`src/rtl/edge_det_pkg.sv`:
```
// edge_det_pkg: shared mode encoding for the multi-channel edge detector.
package edge_det_pkg;

  // Per-channel mode: which accepted edge(s) raise the event pulse.
  typedef enum logic [1:0] {
    EDGE_MODE_OFF  = 2'b00,
    EDGE_MODE_RISE = 2'b01,
    EDGE_MODE_FALL = 2'b10,
    EDGE_MODE_BOTH = 2'b11
  } edge_mode_t;

endpackage : edge_det_pkg

```
`src/rtl/edge_det_chan.sv`:
```
// edge_det_chan: one channel of edge_detect_multi. Synchroniser chain,
// optional debounce (EDGE_DET_DEBOUNCE_EN), registered rise/fall/event
// pulses and a sticky write-1-to-clear flag.
import edge_det_pkg::*;

module edge_det_chan #(
  parameter int SYNC_STAGES     = 2,
  parameter int DEBOUNCE_CYCLES = 4
) (
  input  logic       clk,
  input  logic       rst,
  input  logic       start,
  input  logic [1:0] mode,
  input  logic       flag_clr,
  output logic       level,
  output logic       rising,
  output logic       falling,
  output logic       evt,
  output logic       flag
);

  if (SYNC_STAGES < 2 || DEBOUNCE_CYCLES < 1) begin : g_param_err
    $error("edge_det_chan: SYNC_STAGES must be >= 2 and DEBOUNCE_CYCLES >= 1");
  end

  logic [SYNC_STAGES-1:0] sync;
  logic                   synced;
  logic                   accept;
  logic                   rise_cond;
  logic                   fall_cond;
  logic                   evt_cond;

  assign synced = sync[SYNC_STAGES-1];

`ifdef EDGE_DET_DEBOUNCE_EN
  localparam int            CW      = (DEBOUNCE_CYCLES > 1) ? $clog2(DEBOUNCE_CYCLES) : 1;
  localparam logic [CW-1:0] CNT_MAX = CW'(DEBOUNCE_CYCLES - 1);

  logic [CW-1:0] cnt;

  // Accept a new level only once it has differed for DEBOUNCE_CYCLES cycles.
  always_comb begin
    accept = 1'b0;
    if ((synced != level) && (cnt == CNT_MAX)) begin
      accept = 1'b1;
    end else begin
      accept = 1'b0;
    end
  end

  // Stability counter: restarts whenever the input agrees with L or is accepted.
  always_ff @(posedge clk) begin
    if (rst) begin
      cnt <= '0;
    end else if ((synced == level) || accept) begin
      cnt <= '0;
    end else begin
      cnt <= cnt + CW'(1);
    end
  end
`else
  // Without debounce any difference between the chain and L is accepted.
  always_comb begin
    accept = 1'b0;
    if (synced != level) begin
      accept = 1'b1;
    end else begin
      accept = 1'b0;
    end
  end
`endif

  // Edge conditions and mode qualification, evaluated on the accepting edge.
  always_comb begin
    rise_cond = 1'b0;
    fall_cond = 1'b0;
    evt_cond  = 1'b0;
    if (accept) begin
      rise_cond = synced;
      fall_cond = ~synced;
    end else begin
      rise_cond = 1'b0;
      fall_cond = 1'b0;
    end
    case (edge_mode_t'(mode))
      EDGE_MODE_OFF:  evt_cond = 1'b0;
      EDGE_MODE_RISE: evt_cond = rise_cond;
      EDGE_MODE_FALL: evt_cond = fall_cond;
      EDGE_MODE_BOTH: evt_cond = rise_cond | fall_cond;
      default:        evt_cond = 1'b0;
    endcase
  end

  // Sync chain, accepted level, one-cycle pulses and sticky flag (set beats clear).
  always_ff @(posedge clk) begin
    if (rst) begin
      sync    <= '0;
      level   <= 1'b0;
      rising  <= 1'b0;
      falling <= 1'b0;
      evt     <= 1'b0;
      flag    <= 1'b0;
    end else begin
      sync    <= {sync[SYNC_STAGES-2:0], start};
      if (accept) begin
        level <= synced;
      end else begin
        level <= level;
      end
      rising  <= rise_cond;
      falling <= fall_cond;
      evt     <= evt_cond;
      if (evt) begin
        flag <= 1'b1;
      end else if (flag_clr) begin
        flag <= 1'b0;
      end else begin
        flag <= flag;
      end
    end
  end

endmodule : edge_det_chan

```
`src/rtl/edge_detect_multi.sv`:
```
// edge_detect_multi: CHANNELS independent edge-detect channels plus an
// interrupt OR of their sticky flags. Define EDGE_DET_DEBOUNCE_EN to add
// per-channel debounce governed by DEBOUNCE_CYCLES.
import edge_det_pkg::*;

module edge_detect_multi #(
  parameter int CHANNELS        = 4,
  parameter int SYNC_STAGES     = 2,
  parameter int DEBOUNCE_CYCLES = 4
) (
  input  logic                  i_Clk,
  input  logic                  i_Rst,
  input  logic [CHANNELS-1:0]   i_Start,
  input  logic [2*CHANNELS-1:0] i_Mode,
  input  logic [CHANNELS-1:0]   i_Flag_Clr,
  output logic [CHANNELS-1:0]   o_Level,
  output logic [CHANNELS-1:0]   o_Rising,
  output logic [CHANNELS-1:0]   o_Falling,
  output logic [CHANNELS-1:0]   o_Event,
  output logic [CHANNELS-1:0]   o_Flag,
  output logic                  o_Irq
);

  if (CHANNELS < 1) begin : g_param_err
    $error("edge_detect_multi: CHANNELS must be >= 1");
  end

  for (genvar c = 0; c < CHANNELS; c++) begin : g_chan
    edge_det_chan #(
      .SYNC_STAGES     (SYNC_STAGES),
      .DEBOUNCE_CYCLES (DEBOUNCE_CYCLES)
    ) u_chan (
      .clk      (i_Clk),
      .rst      (i_Rst),
      .start    (i_Start[c]),
      .mode     (i_Mode[2*c+1:2*c]),
      .flag_clr (i_Flag_Clr[c]),
      .level    (o_Level[c]),
      .rising   (o_Rising[c]),
      .falling  (o_Falling[c]),
      .evt      (o_Event[c]),
      .flag     (o_Flag[c])
    );
  end

  // Interrupt follows the flag registers directly, with no extra delay.
  assign o_Irq = |o_Flag;

endmodule : edge_detect_multi

```
`config.mk`:
```
export PLATFORM = sky130hd
export DESIGN_NAME = edge_detect_multi
export DESIGN_NICKNAME = d
export VERILOG_FILES = /design/src/rtl/edge_det_pkg.sv /design/src/rtl/edge_det_chan.sv /design/src/rtl/edge_detect_multi.sv
export SDC_FILE = /design/constraint.sdc
export NUM_CORES = 1
export LEC_CHECK = 0
export BUFFER_PORTS_ARGS = -buffer_cell sky130_fd_sc_hd__buf_4
export CELL_PAD_IN_SITES_DETAIL_PLACEMENT = 0
export CELL_PAD_IN_SITES_GLOBAL_PLACEMENT = 1
export CORE_MARGIN = 5
export CORE_UTILIZATION = 40
export CTS_BUF_LIST = sky130_fd_sc_hd__clkbuf_8
export CTS_CLUSTER_DIAMETER = 30
export DETAILED_ROUTE_END_ITERATION = 10
export PLACE_DENSITY_LB_ADDON = 0.1
export SLEW_MARGIN = 5
export SYNTH_ARGS = -nofsm -noshare
export SYNTH_HDL_FRONTEND = slang
export SYNTH_HIERARCHICAL = 1
export SYNTH_SLANG_ARGS = --single-unit
```
`constraint.sdc`:
```
create_clock -name i_Clk -period 2.3 [get_ports i_Clk]
set_input_delay 0.46 -clock i_Clk [delete_from_list [all_inputs] [get_ports i_Clk]]
set_output_delay 0.46 -clock i_Clk [all_outputs]
set_load 0.005 [all_outputs]
```
-- Yosys cells after proc, flatten, opt, wreduce, memory -nomap -nowiden
Cells that the tools add are included.
- flip-flop bits (word level): 28
- output and inout bits: 21
- logic and storage cells: 81
- eq/ne operators: 16
- multiplexer cells: 24
- bitwise operators: 8
- reductions and logical operators: 9
- operators by type and width (cell ; count):
    1-bit 2-to-1 mux ; 20
    2-bit equality test (second input constant) ; 8
    1-bit case mux with 4 select lines ; 4
    2-bit by 1-bit equality test with 1-bit output (second input constant) ; 4
    2-bit logical NOT ; 4
    2-bit nonzero test ; 4
    1-bit inequality test ; 4
    1-bit inverter ; 4
    1-bit bitwise OR ; 4
    4-bit OR reduction ; 1

-- Logic depth before layout (Yosys ltp)
- depth in word-level cells: 5
- depth in mapped cells: 4
- mapped depth without buffers: 4

-- Cells and area by module
Netlist, hierarchy kept.
- modules (own cells, without submodules) (module ; instances ; cells an instance ; area an instance (um^2)):
    edge_det_chan ; 4 ; 24 ; 252.7
    edge_detect_multi ; 1 ; 1 ; 7.5

-- Least setup slack after synthesis
Ideal clock, no wire load.
- path kind: register to output
- from: reg g_chan[1].u_chan.flag
- to: out o_Irq
- data arrival time: 835 ps
- slack: 1005 ps
- stages on the path, launching flop included: 2
- path buffers: 0
- path through: dfxtp_1 > or4_1
- longest elaborated chain between the ends: 1
- ends and longest elaborated chain (element ; line ; text):
    start, declared ; edge_det_chan.sv:19 ; output logic flag
    start signal, assigned ; edge_det_chan.sv:118 ; flag <= flag;
    4-bit OR reduction ; edge_detect_multi.sv:47 ; assign o_Irq = |o_Flag;
    end, declared ; edge_detect_multi.sv:21 ; output logic o_Irq
No other way between the ends.

-- Final worst setup path
Ends and elaborated chain as after synthesis.

==> results.md <==
* Outcome: finished, final reports clean
* Placement-stage cell area at 1341 um2
* Cts hold-fix bufs at 0
* Die Wd at 60.46 um
* Net switching power at 0.0001750 W
* Worst hold slack at 0.3866 ns
* Clock buffers created by TritonCTS at 3
* Row count at 18
* Final Cell Area at 1383 um2
* Slew @ Worst Pin at 0.2694 ns
* 1st-pass router iterations at 4
* Flop pwr share at 0.602
* Category of the most critical setup path: register to output pin
* # Max-Cap Violations at 0
* Commonest non-fill, non-tap cells in the layout: buf_4, dfxtp_1, nor2b_1
* Wirelength per Cell at 10.38 um
* Worst-skew pair later-pin latency at 0.26 ns
* Adder-cell share of the synthesized area at 0.09828
* Fmax at 0.5833 GHz
* Die height at 60.46 um
* Total leakage power at 0.6264 nW
* Switching share of power at 0.2070
* CTS resizes at 0
* Relative slew slack at 0.8204
* Starting Density at 0.4149
* First-pass GRT wire length at 2939 um
* Worst VDD drop at 0.0003260 V
* P&R area growth vs syn at 35.75%
* Cells after synthesis at 97
* CP arrival at 1.25 ns
* Die area at 3655 um2
* Total chip power at 0.0008455 W
* Internal Power at 0.0006705 W
* Unrepaired setup endpoints after global routing: false
* Post-synthesis net count at 123
* Post-Synth XOR/XNOR Area at 0
* Combinational Power Share at 0.097
* Setup TNS at 0 ns
* TritonCTS clock tree: yes
* Final Cycle Share at 0.7454
* Port buffer count at 38
* # fillers at 236
* Setup violators final at 0
* DRT Wirelength at 1744 um
* Violation count after the first detailed-route iteration at 11
* Clock Skew at 0.0005408 ns
* Post-route ant nets at 0
* CTS Buffer Depth at 2
* TritonCTS Sinks at 28
* PD cells at 611.5 nW/um2
* Clock slew at reported path FFs at 0.09 ns
* Share of post-route cells with drive strength above 1 at 0.2971
* DR DRC count at 0
* Final worst slack at 0.5857 ns
* Synthesis Warnings at 6
* H-Tree Level Count at 1
* Clock root cell: clkbuf_8
* Hold Crit Class: input pin to register
* Place WS at 0.8769 ns
* Largest net degree at the start of global routing at 29
* Boundary Pins at 39
* Main combinational cell family by area after synthesis: simple AND/OR/NAND/NOR gates
* Seq/Total Area, Yosys at 0.5504
* Library cells used by synthesis at 10
* Setup crit end kind: output pin
* Minimum clock period at 1.714 ns
* Worst path required time at 1.84 ns
* Post-synthesis compound-gate area fraction at 0.07371
* Setup bufs post-CTS at 0
* Final Max Tran Viols at 0
* Number of antenna violations at the first check in global routing at 0
* Post-Syn Area at 1018 um2
* Number of vias per cell at 4.429
* Synth Area in Simple Gates at 0.1941
* Clock Power Share at 0.300
* #FFs+latches synth at 28
* Syn Area/Cell at 10.50 um2
* Antenna Diode Count at 0
* Startpoint types: register
* CP max FO at 3
* NumNets Final at 166
* Grt ovf at 0
* Final Hold Viols at 0
* Commonest non-fill, non-tap cell in the layout: buf_4
* Multiplexer share of the synthesized area at 0.03931
* Vias after detailed routing at 744
* Detail Placement HPWL at 1324 um
* Core Footprint at 2455 um2
* Gr usage total at 0.1076
* Vias in the first global route at 720
* Gp weighted congestion at 0.7293
-- cell families after synthesis --
kind of cell               after synthesis
AOI/OAI and AO/OA                       12
DFF                                     28
adders and majority gates                8
muxes                                    4
and+or+nand+nor                         33
buffers and inverters                   12
-- metrics by stage --
step	std cells	util
final	168	0.5632
after CTS	168	0.5632
after detailed placement	165	0.5464
after global routing	168	0.5632
after floorplan	97	-
after global placement	165	0.5464
-- cells in the mapped netlist (all sizes together) --
cell type,count,share of area
a21oi,8,0.039
a311oi,4,0.034
dfxtp,28,0.55
ha,8,0.098
inv,12,0.044
mux2i,4,0.039
nand2b,12,0.074
nor2,4,0.015
nor2b,16,0.098
or4,1,0.0074
-- power by group through the flow --
stage | clock network (W) | registers (W) | logic, W
4_1_cts | 0.000272 | 0.000510 | 0.0000840
6_report | 0.000254 | 0.000509 | 0.0000821
5_1_grt | 0.000293 | 0.000513 | 0.0000932
3_5_place_dp | 0 | 0.000521 | 0.0000837
3_3_place_gp | 0 | 0.000521 | 0.0000827
2_1_floorplan | 0 | 0.000521 | 0.0000292
-- routing by layer --
metal | GRT usage | up-vias | wire length [um]
li1 | - | 393 | -
met1 | 0.1226 | 322 | 710
met2 | 0.1775 | 27 | 804
met3 | 0.03191 | 2 | 211
met4 | 0.06502 | 0 | 17
met5 | 0 | - | 0
-- critical path: stages, from the launching register on --
cell	delay, ns
dfxtp_1	0.33
or4_1	0.51
buf_4	0.15
-- flip-flops by register name, summed over array words and instances, names as in the netlist --
signal,cells
g_chan.u_chan/level,4
g_chan.u_chan/flag,4
g_chan.u_chan/rising,4
g_chan.u_chan/sync,8
g_chan.u_chan/falling,4
g_chan.u_chan/evt,4
-- final timing paths --
kind	from	endpoint	slack [ns]	depth (start not counted)
worst max-delay path	g_chan[1].u_chan/flag	o_Irq	0.59	2
worst min-delay path	i_Mode[3]	g_chan[1].u_chan/evt	0.39	2
worst max register to register	g_chan[0].u_chan/level	g_chan[0].u_chan/evt	1.06	4
worst min register to register	g_chan[1].u_chan/sync[0]	g_chan[1].u_chan/sync[1]	0.44	1
-- area by class of cell --
class / count / area (um2) / share of cell area
clock buffers: 3 / 41.29 / 0.02986
inverters: 12 / 45.04 / 0.03258
multi-input cells: 57 / 412.9 / 0.2986
flip-flops and latches: 28 / 560.5 / 0.4054
well taps: 30 / 37.54 / 0.02715
repair buffers: 38 / 285.3 / 0.2063
(Power assumes the default switching activity.)
